## src/rtl/caliptra_prim_unmask_pkg.sv

```systemverilog
// Shared types and constants for the two-share unmasking block.
//
// Contents:
//   share_pair_t    - packed pair of Boolean shares at the default width
//   DefaultWidth    - default data/share width
//   DefaultCntWidth - default width of the delivered-word counter
//   UnmaskLatency   - cycles from input handshake to out_valid_o
package caliptra_prim_unmask_pkg;

    localparam int unsigned DefaultWidth    = 32;
    localparam int unsigned DefaultCntWidth = 16;
    localparam int unsigned UnmaskLatency   = 2;

    typedef struct packed {
        logic [DefaultWidth-1:0] share0;
        logic [DefaultWidth-1:0] share1;
    } share_pair_t;

endpackage

```

## src/rtl/caliptra_prim_unmask_stage.sv

```systemverilog
// One valid/ready register stage with synchronous clear and optional scrub.
//
// Ports:
//   clk_i, rst_ni           - clock, asynchronous active-low reset
//   clear_i                 - flush: drops the held word and zeroes the data register
//   in_valid_i / in_ready_o - upstream handshake; in_ready_o is low during clear_i
//   data_i                  - word captured on an upstream handshake
//   out_valid_o/out_ready_i - downstream handshake
//   data_o                  - registered word (flop output only)
//
// Scrub = 1 zeroes the data register when the stage empties without a refill.
module caliptra_prim_unmask_stage #(
    parameter int unsigned Width = 32,
    parameter bit          Scrub = 1'b0
) (
    input  logic             clk_i,
    input  logic             rst_ni,
    input  logic             clear_i,
    input  logic             in_valid_i,
    output logic             in_ready_o,
    input  logic [Width-1:0] data_i,
    output logic             out_valid_o,
    input  logic             out_ready_i,
    output logic [Width-1:0] data_o
);

    logic             valid_q, valid_d;
    logic [Width-1:0] data_q, data_d;

    assign in_ready_o  = ~clear_i & (~valid_q | out_ready_i);
    assign out_valid_o = valid_q;
    assign data_o      = data_q;

    always_comb begin
        valid_d = valid_q;
        data_d  = data_q;
        if (clear_i) begin
            valid_d = 1'b0;
            data_d  = '0;
        end else if (in_valid_i && in_ready_o) begin
            valid_d = 1'b1;
            data_d  = data_i;
        end else if (valid_q && out_ready_i) begin
            valid_d = 1'b0;
            if (Scrub) begin
                data_d = '0;
            end
        end
    end

    always_ff @(posedge clk_i or negedge rst_ni) begin
        if (!rst_ni) begin
            valid_q <= 1'b0;
            data_q  <= '0;
        end else begin
            valid_q <= valid_d;
            data_q  <= data_d;
        end
    end

endmodule

```

## src/rtl/caliptra_prim_share_unmask.sv

```systemverilog
// Two-share unmasking stage: registers each share separately, then XORs the
// registered shares into a held output word.
//
// Ports:
//   clk_i, rst_ni             - clock, asynchronous active-low reset
//   clear_i                   - synchronous flush/zeroize, wins over any handshake
//   in_valid_i / in_ready_o   - share pair handshake
//   share0_i, share1_i        - Boolean shares (share0 ^ share1 = data)
//   out_valid_o / out_ready_i - unmasked word handshake
//   data_o                    - unmasked word
//   busy_o                    - any stage holds a word
//   word_cnt_o                - saturating count of delivered words
//
// Build option: CALIPTRA_PRIM_UNMASK_SCRUB_EN zeroes share/data registers
// whenever their stage empties without a refill.
module caliptra_prim_share_unmask
    import caliptra_prim_unmask_pkg::*;
#(
    parameter int unsigned Width    = DefaultWidth,
    parameter int unsigned CntWidth = DefaultCntWidth
) (
    input  logic                clk_i,
    input  logic                rst_ni,
    input  logic                clear_i,
    input  logic                in_valid_i,
    output logic                in_ready_o,
    input  logic [Width-1:0]    share0_i,
    input  logic [Width-1:0]    share1_i,
    output logic                out_valid_o,
    input  logic                out_ready_i,
    output logic [Width-1:0]    data_o,
    output logic                busy_o,
    output logic [CntWidth-1:0] word_cnt_o
);

`ifdef CALIPTRA_PRIM_UNMASK_SCRUB_EN
    localparam bit ScrubEn = 1'b1;
`else
    localparam bit ScrubEn = 1'b0;
`endif

    typedef struct packed {
        logic [Width-1:0] share0;
        logic [Width-1:0] share1;
    } pair_t;

    pair_t            s1_in, s1_q;
    logic             s1_v, s2_v;
    logic             s2_in_ready;
    logic [Width-1:0] unmasked;
    logic [CntWidth-1:0] cnt_q, cnt_d;

    assign s1_in = '{share0: share0_i, share1: share1_i};

    // S1: shares go straight from pins into their own flops.
    caliptra_prim_unmask_stage #(
        .Width (2 * Width),
        .Scrub (ScrubEn)
    ) u_stage_s1 (
        .clk_i       (clk_i),
        .rst_ni      (rst_ni),
        .clear_i     (clear_i),
        .in_valid_i  (in_valid_i),
        .in_ready_o  (in_ready_o),
        .data_i      (s1_in),
        .out_valid_o (s1_v),
        .out_ready_i (s2_in_ready),
        .data_o      (s1_q)
    );

    // The shares only meet here, and only as flop outputs, so no glitch can
    // combine a fresh share with a stale one.
    assign unmasked = s1_q.share0 ^ s1_q.share1;

    caliptra_prim_unmask_stage #(
        .Width (Width),
        .Scrub (ScrubEn)
    ) u_stage_s2 (
        .clk_i       (clk_i),
        .rst_ni      (rst_ni),
        .clear_i     (clear_i),
        .in_valid_i  (s1_v),
        .in_ready_o  (s2_in_ready),
        .data_i      (unmasked),
        .out_valid_o (s2_v),
        .out_ready_i (out_ready_i),
        .data_o      (data_o)
    );

    assign out_valid_o = s2_v;
    assign busy_o      = s1_v | s2_v;
    assign word_cnt_o  = cnt_q;

    always_comb begin
        cnt_d = cnt_q;
        if (clear_i) begin
            cnt_d = '0;
        end else if (s2_v && out_ready_i && (cnt_q != {CntWidth{1'b1}})) begin
            cnt_d = cnt_q + CntWidth'(1);
        end
    end

    always_ff @(posedge clk_i or negedge rst_ni) begin
        if (!rst_ni) begin
            cnt_q <= '0;
        end else begin
            cnt_q <= cnt_d;
        end
    end

endmodule

```

## config.mk

```make
export PLATFORM = sky130hd
export DESIGN_NAME = caliptra_prim_share_unmask
export DESIGN_NICKNAME = d
export VERILOG_FILES = /design/src/rtl/caliptra_prim_unmask_pkg.sv /design/src/rtl/caliptra_prim_unmask_stage.sv /design/src/rtl/caliptra_prim_share_unmask.sv
export SDC_FILE = /design/constraint.sdc
export NUM_CORES = 1
export LEC_CHECK = 0
export CAP_MARGIN = 15
export CORE_MARGIN = 3
export CORE_UTILIZATION = 52
export CTS_BUF_LIST = sky130_fd_sc_hd__clkbuf_4
export CTS_CLUSTER_SIZE = 28
export DETAILED_ROUTE_END_ITERATION = 16
export MAX_ROUTING_LAYER = met4
export PLACE_DENSITY_LB_ADDON = 0.15
export SLEW_MARGIN = 40
export SYNTH_ARGS = -nofsm -noshare
export SYNTH_HDL_FRONTEND = slang
export SYNTH_SLANG_ARGS = --single-unit
```

## constraint.sdc

```tcl
create_clock -name clk_i -period 2.3 [get_ports clk_i]
set_input_delay 0.46 -clock clk_i [delete_from_list [all_inputs] [get_ports clk_i]]
set_output_delay 0.46 -clock clk_i [all_outputs]
set_load 0.005 [all_outputs]
```

==> results.py, run 1 <==
metrics = {
    "synthesis": {
        "async_flop_share_pct": 100,
        "syn_nets": 597,
        "synthTopCellsByArea": "dfrtp_1, o21ai_0, nand2b_1, xnor2_1, nand2_1",
        "synth_edf_count": 0,
        "ys_types": 44,
        "ys_seq_elements": 114,
        "netlist_area_mm2": 0.00526,
        "ys_seq_area_share_pct": 54.2,
        "synth_top_area_cell": "dfrtp_1",
        "yosys_warnings": 0,
        "synth-main-ff-cell": "dfrtp_1",
        "synth_top_area_share_pct": 54.2,
        "synth.most_common_cell": "dfrtp_1",
        "yosys-top-cells-count": "dfrtp_1, o21ai_0, nand2_1, nand2b_1, xnor2_1",
        "avgSynthCellArea_um2": 9.98,
        "syn_inst": 527,
    },
    "sta": {
        "rsz0062_at_grt": "no",
        "fin_crit_sh_pct": 93.1,
        "setup_violations": 0,
        "finalHoldViolations": 0,
        "totalNegativeSetupSlack_ps": 0,
        "tightestPinTransition_ps": 598,
        "layout_min_cycle_time_ps": 2140,
        "fin_skew_ps": 19.8,
        "maxSlewHeadroom_pct": 60.1,
        "slew_viol_final": 0,
        "timing.fmax_ghz": 0.467,
    },
    "route": {
        "remaining_drc_errors": 0,
        "drtIter0Drc": 232,
        "ant_nets": 0,
        "viasPerCell": 5.21,
        "first_pass_iters": 5,
        "drt-total-wl_um": 11600,
        "vias": 4099,
        "wl_per_cell_um": 14.8,
    },
    "final_layout": {
        "fillCellCount": 799,
        "syn2layout_area_growth_pct": 30.7,
        "n_antenna_cell": 0,
        "drive_gt1_share_pct": 8.72,
        "design_area_mm2": 0.00687,
        "final_nets": 711,
    },
    "clocking": {
        "clock-root-buffer": "clkbuf_4",
        "clock-sinks": 114,
        "cts_buffers": 17,
        "clock_latency_ps": 490,
        "tritoncts": "built",
        "cts_max_level": 4,
        "clk_path_buf_depth": 2,
        "cts.clk_slew.worst_paths_ps": 110,
    },
    "grt": {
        "antenna_found_initial": 0,
        "grt-ovfl-total": 0,
        "grt_pass1_vias": 4009,
        "grt_pass1_wl_um": 19500,
        "grt_usage_pct": 21.8,
        "grt_max_degree": 129,
    },
    "floorplan": {
        "core_mm2": 0.00982,
        "dieArea_mm2": 0.0114,
        "row_count": 36,
        "die_h_um": 107,
        "die_w_um": 107,
        "initial_core_util_pct": 53.6,
        "ios": 120,
    },
    "worst_setup_path": {
        "worstSetupPathType": "reg -> out",
        "path_cells": "or2_2, clkdlybuf4s50_1",
        "cp_max_fo": 7,
        "critPathSlowestCell": "dfrtp_1",
        "critPathMaxStageDelay_ps": 460,
        "critPathCaptureType": "primary output",
        "crit_path_start_kind": "flip-flop",
        "reg2regPathDepth": 4,
        "cp.required_ps": 1840,
        "worstPathArrival_ps": 1680,
    },
    "placement": {
        "dpl_cell_area_mm2": 0.00657,
        "dp_hpwl_um": 7650,
        "numPortBuffers": 119,
        "place_congestion": 0.788,
    },
    "pwr": {
        "pwr-share-clk_pct": 34.5,
        "p_int_w": 0.00308,
        "p_seq_share_pct": 52.9,
        "vdd_drop_max_mv": 0.376,
        "swShare_pct": 25.7,
        "total_power_w": 0.00415,
        "power.density_mw_per_mm2": 603,
        "combPwrFrac_pct": 12.6,
        "p_leak_nw": 2.76,
        "p_sw_w": 0.00106,
    },
    "job": {
        "cap_violations": 0,
    },
    "run_status": {
        "status": "finished clean",
    },
    "min_path": {
        "worstHoldPathType": "in -> async",
    },
}
==> flip-flops by register name (all words and copies together), names as in the netlist <==
signal                  cells
u_stage_s1.data_o          64
u_stage_s2.out_valid_o      1
word_cnt_o                 16
u_stage_s2.data_o          32
u_stage_s1.out_valid_o      1
==> layout by cell type (no fill, tap or decap), drive strengths merged, types with 8 or more instances in the layout <==
cell type and count:
nand2 70, dfrtp 114, buf 11, nand3b 27
xnor2 32, nor2 14, clkinv 8, clkdlybuf4s50 116
a21oi 12, nand2b 68, clkbuf 19, o21ai 94
==> worst max-delay path, delay by kind of cell, from the launching register on <==
family	cells	cell delay, ps
flip-flops	1	460
buffers and inverters	1	440
AND/OR/NAND/NOR	1	300
==> power by group through the flow <==
| stage | clock [W] | combinational [W] | sequential, W |
|---|---|---|---|
| after floorplan | 0 | 0.000238 | 0.00222 |
| after global placement | 0 | 0.000514 | 0.00223 |
| after detailed placement | 0 | 0.000526 | 0.00223 |
| after CTS | 0.00148 | 0.000532 | 0.00219 |
| after global routing | 0.00158 | 0.000583 | 0.00221 |
| final | 0.00143 | 0.000524 | 0.00219 |
==> per-layer routing <==
layer | up-vias | wire length [µm] | GRT usage [%]
li1 | 2011 | - | -
met2 | 99 | 5790 | 34.5
met4 | 0 | 78 | 4.84
met1 | 1980 | 5180 | 28.7
met3 | 9 | 579 | 5.78
met5 | - | 0 | -
==> per-stage QoR <==
stage	instances	worst slack, ps	util (%)	hold slack [ps]
floorplan	527	543	-	164
global placement	753	54.0	66.9	473
detailed placement	753	33.5	66.9	474
CTS	786	57.5	69.9	469
global route	787	63.9	70.0	466
finish	787	158	70.0	495
==> repair_timing <==
action | in CTS | in global routing
resized for setup | 1 | 1
buffers inserted | 0 | 1
hold endpoints to repair | 37 | 0
endpoints found under the setup margin | 1 | 1
hold buffers | 1 | 0
==> final cells by class <==
cell class / instances / area, µm² / area share, %
sequential: 114 / 2850 / 41.5
clock inverter: 13 / 139 / 2.02
inverter: 4 / 15.0 / 0.218
clock buffer: 19 / 143 / 2.08
multi-input combinational: 375 / 2260 / 32.8
timing repair buffer: 129 / 1300 / 18.9
tap: 133 / 166 / 2.42
==> kinds of logic after synthesis <==
group           Yosys count  share of synthesized area (%)
flops                   114                           54.2
xor+xnor                 32                           5.33
fa+ha+maj                 1                          0.238
buf+inv                  38                           3.21
simple gates            220                           24.4
compound gates          120                           12.1
mux                       2                          0.476
==> final timing paths <==
path / startpoint / endpoint / slack [ps]
setup / recovery: u_stage_s1.out_valid_o$_DFFE_PN0P_ / busy_o / 160
hold / removal: rst_ni / word_cnt_o[6]$_DFFE_PN0P_ / 500
setup reg to reg: word_cnt_o[6]$_DFFE_PN0P_ / word_cnt_o[0]$_DFFE_PN0P_ / 480
hold reg to reg: u_stage_s2.data_o[10]$_DFFE_PN0P_ / u_stage_s2.data_o[10]$_DFFE_PN0P_ / 530
max in group asynchronous: rst_ni / word_cnt_o[0]$_DFFE_PN0P_ / 1100
min in group clk_i: share0_i[26] / u_stage_s1.data_o[58]$_DFFE_PN0P_ / 520
(Power assumes the default switching activity.)
==> run 2: changes to the inputs <==
Settings changed: CORE_UTILIZATION 52 to 54, SYNTH_HIERARCHICAL set to 1.
Clock period 2.3 ns to 2.1 ns, I/O delays scaled along.
==> run 2 against run 1 <==
Effect of this change:
- register-to-register slack worse by 230 ps
- sequential power is 9.1% higher
- power is 3.6% higher
- synthesized area is 18% higher
- combinational power is 38% higher
- non-clock buffer count is 4 higher
- worst setup slack better by 10 ps
- routed wire length is 5.3% higher
- cell count is 4.7% higher
- sequential share of layout area is 4.2 points lower
- clock skew is 5.6 ps lower
- global-route usage is 0.95 points lower
==> results.py, run 2 <==
metrics = {
    "worst_setup_path": {
        "worstSetupPathType": "reg -> out",
        "rrSetupSlack_ps": 250,
        "cp.required_ps": 1680,
        "cp_max_fo": 7,
        "r2r-end": "word_cnt_o[15]$_DFFE_PN0P_",
        "critPathCaptureType": "primary output",
        "crit_path_start_kind": "flip-flop",
        "critPathSlowestCell": "clkdlybuf4s50_1",
        "crit_start": "word_cnt_o[9]$_DFFE_PN0P_",
        "rr_startpoint": "word_cnt_o[0]$_DFFE_PN0P_",
        "reg2regPathDepth": 5,
        "critPathMaxStageDelay_ps": 550,
        "critical_path.top_delay_family": "buffers and inverters",
        "path_cells": "clkdlybuf4s50_1",
        "timing.critical_path.buf_inv": 1,
        "worstPathArrival_ps": 1510,
    },
    "placement": {
        "dp_hpwl_um": 8220,
        "numPortBuffers": 119,
        "pre_cts_ws_ps": -134,
        "place_congestion": 0.784,
    },
    "synthesis": {
        "synthTopCellsByArea": "dfrtp_1, nand2b_1, mux2i_1, xor2_1, buf_12",
        "synth.most_common_cell": "nand2b_1",
        "ys_types": 38,
        "ys_seq_area_share_pct": 45.9,
        "avgSynthCellArea_um2": 11.1,
        "synth_edf_count": 0,
        "yosys_warnings": 6,
        "syn_nets": 629,
        "ys_seq_elements": 114,
        "syn_inst": 559,
        "netlist_area_mm2": 0.00622,
        "synth_top_area_cell": "dfrtp_1",
        "yosys-top-cells-count": "nand2b_1, dfrtp_1, mux2i_1, xor2_1, clkbuf_1",
        "async_flop_share_pct": 100,
        "synth_top_area_share_pct": 45.9,
        "synth-main-ff-cell": "dfrtp_1",
    },
    "floorplan": {
        "dieArea_mm2": 0.0128,
        "core_mm2": 0.0110,
        "die_h_um": 113,
        "ios": 120,
        "die_w_um": 113,
        "initial_core_util_pct": 56.4,
        "row_count": 38,
    },
    "pwr": {
        "p_leak_nw": 3.44,
        "p_int_w": 0.00319,
        "swShare_pct": 25.8,
        "p_sw_w": 0.00111,
        "pwr-share-clk_pct": 27.6,
        "combPwrFrac_pct": 16.8,
        "total_power_w": 0.00430,
        "vdd_drop_max_mv": 0.386,
        "p_seq_share_pct": 55.6,
        "power.density_mw_per_mm2": 562,
    },
    "run_status": {
        "status": "finished clean",
    },
    "final_layout": {
        "final_nets": 747,
        "n_antenna_cell": 0,
        "fin_util_pct": 69.3,
        "largest_reg_flops": 64,
        "register_area_mm2": 0.00285,
        "syn2layout_area_growth_pct": 22.8,
        "final_cell_mix": "nand2b_1, clkdlybuf4s50_1, dfrtp_1",
        "final_common_cell": "nand2b_1",
        "multi_input_area_mm2": 0.00308,
        "drive_gt1_share_pct": 7.46,
        "fillCellCount": 877,
    },
    "route": {
        "first_pass_iters": 4,
        "vias": 4249,
        "wl_per_cell_um": 14.9,
        "drt-total-wl_um": 12200,
        "remaining_drc_errors": 0,
        "drtIter0Drc": 275,
        "ant_nets": 0,
        "viasPerCell": 5.16,
    },
    "clocking": {
        "clock-root-buffer": "clkbuf_4",
        "clock-sinks": 114,
        "clock_latency_ps": 510,
        "cts_buffers": 17,
        "cts.clk_slew.worst_paths_ps": 90,
        "tritoncts": "built",
        "cts_max_level": 4,
        "clk_path_buf_depth": 2,
    },
    "grt": {
        "grt_pass1_vias": 4364,
        "grt_max_degree": 195,
        "antenna_found_initial": 0,
        "grt_usage_pct": 20.9,
        "grt-ovfl-total": 0,
        "grt_pass1_wl_um": 20900,
    },
    "sta": {
        "slew_viol_final": 0,
        "rsz0062_at_grt": "no",
        "maxSlewHeadroom_pct": 64.1,
        "fin_crit_sh_pct": 92.0,
        "timing.fmax_ghz": 0.518,
        "fin_skew_ps": 14.2,
        "layout_min_cycle_time_ps": 1930,
        "setup_violations": 0,
        "holdWs_ps": 346,
        "finalHoldViolations": 0,
        "fin_ws_ps": 168,
        "tightestPinTransition_ps": 538,
    },
    "min_path": {
        "worstHoldPathType": "in -> async",
    },
    "job": {
        "cap_violations": 0,
    },
}
==> run 2: repair_timing <==
item / in CTS / in global routing
cloned: 0 / 0
buffers inserted: 1 / 0
hold endpoints to repair: 15 / 0
hold buffers: 1 / 0
resized for setup: 4 / 1
endpoints found under the setup margin: 2 / 1
==> run 2: per-stage QoR <==
step	instance area, µm²	setup TNS, ps	std cells
5_1_grt	7640	0	824
6_report	7640	0	824
3_3_place_gp	7440	-636	796
4_1_cts	7640	0	824
2_1_floorplan	6220	0	559
3_5_place_dp	7440	-1790	796
==> run 2: kinds of logic (layout without fill, tap and decap cells) <==
family / after synthesis / in the layout / share of synthesized area (%)
AOI/OAI and AO/OA: 24 / 24 / 2.25
xor gates and xnor gates: 33 / 33 / 4.65
adders and majority gates: 1 / 1 / 0.201
DFF: 114 / 114 / 45.9
muxes: 101 / 101 / 16.3
buffers and inverters: 35 / 160 / 4.89
and+or+nand+nor: 251 / 251 / 25.8
==> run 2: how the worst max path moves through the flow <==
stage                                            end  slack, ps  depth (start not counted)
final                                  word_cnt_o[9]        170                          1
after global routing                      in_ready_o         60                          5
after CTS                              word_cnt_o[7]         40                          1
after detailed placement                  in_ready_o       -130                          6
after global placement                    in_ready_o       -140                          6
after floorplan           word_cnt_o[15]$_DFFE_PN0P_        370                          5
==> run 2: layout make-up <==
class | instances | share of cell area [%]
Inverter | 1 | 0.0491
Sequential cell | 114 | 37.4
Multi-Input combinational cell | 410 | 40.3
Tap cell | 140 | 2.29
Timing Repair Buffer | 133 | 17.7
Clock inverter | 5 | 0.246
Clock buffer | 21 | 2.06
==> run 2: layer usage <==
layer  share of wire, %  wire [µm]  vias up  track usage (%)
li1                   -          -     2086                -
met1                 44       5410     2035             27.0
met3                4.6        567       23             4.65
met4                2.0        247        0             9.38
met2                 49       6020      105             31.6
met5                  0          0        -                -
==> run 2: power groups by stage <==
stage | registers [W] | clock network (W) | logic (W)
global placement | 0.00243 | 0 | 0.000711
finish | 0.00239 | 0.00119 | 0.000722
floorplan | 0.00242 | 0 | 0.000441
CTS | 0.00239 | 0.00124 | 0.000734
global route | 0.00240 | 0.00135 | 0.000797
detailed placement | 0.00243 | 0 | 0.000729
==> run 3: changes to the inputs <==
Settings changed: PLACE_DENSITY_LB_ADDON 0.15 to 0.3.
==> run 3 against run 2 <==
Effect of this change:
- hold slack improved by 100 ps
- first-iteration DRC count rose by 2.2%
- routed wire length rose by 0.48%
- core utilization rose by 0.49 points
- design area increased by 0.70%
- power rose by 1.2%
- clock power is 3% higher
- register-to-register slack got worse by 30 ps
- critical path type unchanged
- critical endpoint is now busy_o
- largest cell class unchanged
==> results.py, run 3 (same netlist as run 2, synthesis figures left out) <==
metrics = {
    "floorplan": {
        "die_w_um": 113,
        "initial_core_util_pct": 56.4,
        "ios": 120,
        "dieArea_mm2": 0.0128,
        "core_mm2": 0.0110,
        "die_h_um": 113,
        "row_count": 38,
    },
    "clocking": {
        "clock-sinks": 114,
        "clock_latency_ps": 500,
        "clk_path_buf_depth": 2,
        "cts_buffers": 17,
        "clock-root-buffer": "clkbuf_4",
        "cts_max_level": 4,
        "tritoncts": "built",
        "cts.clk_slew.worst_paths_ps": 100,
    },
    "final_layout": {
        "final_common_cell": "nand2b_1",
        "fillCellCount": 869,
        "design_area_mm2": 0.00769,
        "register_area_mm2": 0.00285,
        "multi_input_area_mm2": 0.00308,
        "n_antenna_cell": 0,
        "drive_gt1_share_pct": 8.41,
        "final_nets": 749,
        "syn2layout_area_growth_pct": 23.7,
        "largest_reg_flops": 64,
        "final_cell_mix": "nand2b_1, clkdlybuf4s50_1, dfrtp_1",
    },
    "sta": {
        "fin_crit_sh_pct": 94.9,
        "holdWs_ps": 446,
        "finalHoldViolations": 0,
        "setup_violations": 0,
        "maxSlewHeadroom_pct": 58.7,
        "totalNegativeSetupSlack_ps": 0,
        "tightestPinTransition_ps": 619,
        "timing.fmax_ghz": 0.502,
        "layout_min_cycle_time_ps": 1990,
        "rsz0062_at_grt": "no",
        "fin_skew_ps": 17.5,
        "slew_viol_final": 0,
    },
    "pwr": {
        "vdd_drop_max_mv": 0.299,
        "power.density_mw_per_mm2": 565,
        "p_leak_nw": 3.47,
    },
    "route": {
        "vias": 4266,
        "first_pass_iters": 4,
        "wl_per_cell_um": 14.8,
        "ant_nets": 0,
        "drtIter0Drc": 281,
        "remaining_drc_errors": 0,
        "drt-total-wl_um": 12300,
        "viasPerCell": 5.14,
    },
    "worst_setup_path": {
        "cp.required_ps": 1680,
        "worstPathArrival_ps": 1570,
        "critPathSlowestCell": "dfrtp_1",
        "critPathMaxStageDelay_ps": 400,
        "worstSetupPathType": "reg -> out",
        "path_cells": "buf_4, or2_2, dlygate4sd2_1",
        "critPathCaptureType": "primary output",
        "crit_path_start_kind": "flip-flop",
        "cp_max_fo": 2,
    },
    "grt": {
        "grt_pass1_wl_um": 20700,
        "grt_usage_pct": 20.6,
        "grt_pass1_vias": 4445,
        "grt-ovfl-total": 0,
        "antenna_found_initial": 0,
        "grt_max_degree": 216,
    },
    "min_path": {
        "worstHoldPathType": "in -> async",
    },
    "placement": {
        "numPortBuffers": 119,
        "dp_hpwl_um": 8230,
        "place_congestion": 0.767,
        "dpl_cell_area_mm2": 0.00746,
    },
    "job": {
        "cap_violations": 0,
    },
    "run_status": {
        "status": "finished clean",
    },
}
run 3: cell count changes in the layout (fill, tap and decap cells not counted), sizes merged:
cell,change
clkinv,+3
clkbuf,-4
clkinvlp,+5
dlymetal6s2s,+1
clkdlybuf4s50,-1
buf,+2
run 3: what timing repair did:
action,CTS,global route
endpoints found under the hold margin,35,0
resized for setup,4,1
endpoints found under the setup margin,2,1
pin swaps,0,0
setup buffers,2,0
cloned,0,0
hold buffers,1,0
run 3: per-layer routing:
metal	up-vias	GRT usage, %	routed length (µm)	part of all wire (%)
met5	-	-	0	0
met4	0	7.61	235	1.9
met3	19	4.60	538	4.4
met2	102	32.9	6070	49
met1	2057	26.0	5460	44
li1	2088	-	-	-
run 3: final cells by class:
cell class                      count  share of cell area, %
Multi-Input combinational cell    410                   40.0
Sequential cell                   114                   37.1
Timing Repair Buffer              135                   18.0
Tap cell                          140                   2.28
Clock buffer                       17                   1.66
Clock inverter                     13                  0.960
Inverter                            1                 0.0488
run 3: worst max-delay path, delay by kind of cell, from the launching register on:
family	cells	cell delay [ps]
flip-flops	1	400
buffers and inverters	2	400
AND/OR/NAND/NOR	1	280
run 3: stage by stage:
stage / utilization (%) / power, W / cells / setup slack, ps
after floorplan: - / 0.00286 / 559 / 367
after global routing: 69.7 / 0.00459 / 830 / 2.08
final: 69.7 / 0.00435 / 830 / 108
after global placement: 67.6 / 0.00314 / 797 / -133
after CTS: 69.7 / 0.00442 / 830 / 23.6
after detailed placement: 67.6 / 0.00317 / 797 / -143
run 3: worst paths after layout:
check	end	cells past startpoint	start	slack (ps)
worst max-delay path	busy_o	3	u_stage_s2/out_valid_o$_DFFE_PN0P_	110
worst min-delay path	word_cnt_o[12]$_DFFE_PN0P_	2	rst_ni	450
worst max register to register	word_cnt_o[15]$_DFFE_PN0P_	5	word_cnt_o[0]$_DFFE_PN0P_	220
worst min register to register	u_stage_s2/data_o[19]$_DFFE_PN0P_	2	u_stage_s2/data_o[19]$_DFFE_PN0P_	550
max in group asynchronous	u_stage_s2/data_o[24]$_DFFE_PN0P_	3	rst_ni	1040
min in group clk_i	u_stage_s1/data_o[55]$_DFFE_PN0P_	3	share0_i[23]	470
run 3: power breakdown:
part           switching [W]  internal [W]  total [W]  leakage [nW]
Sequential         0.0000806       0.00231    0.00239          1.54
Clock               0.000800      0.000428    0.00123         0.103
Combinational       0.000306      0.000424   0.000731          1.82
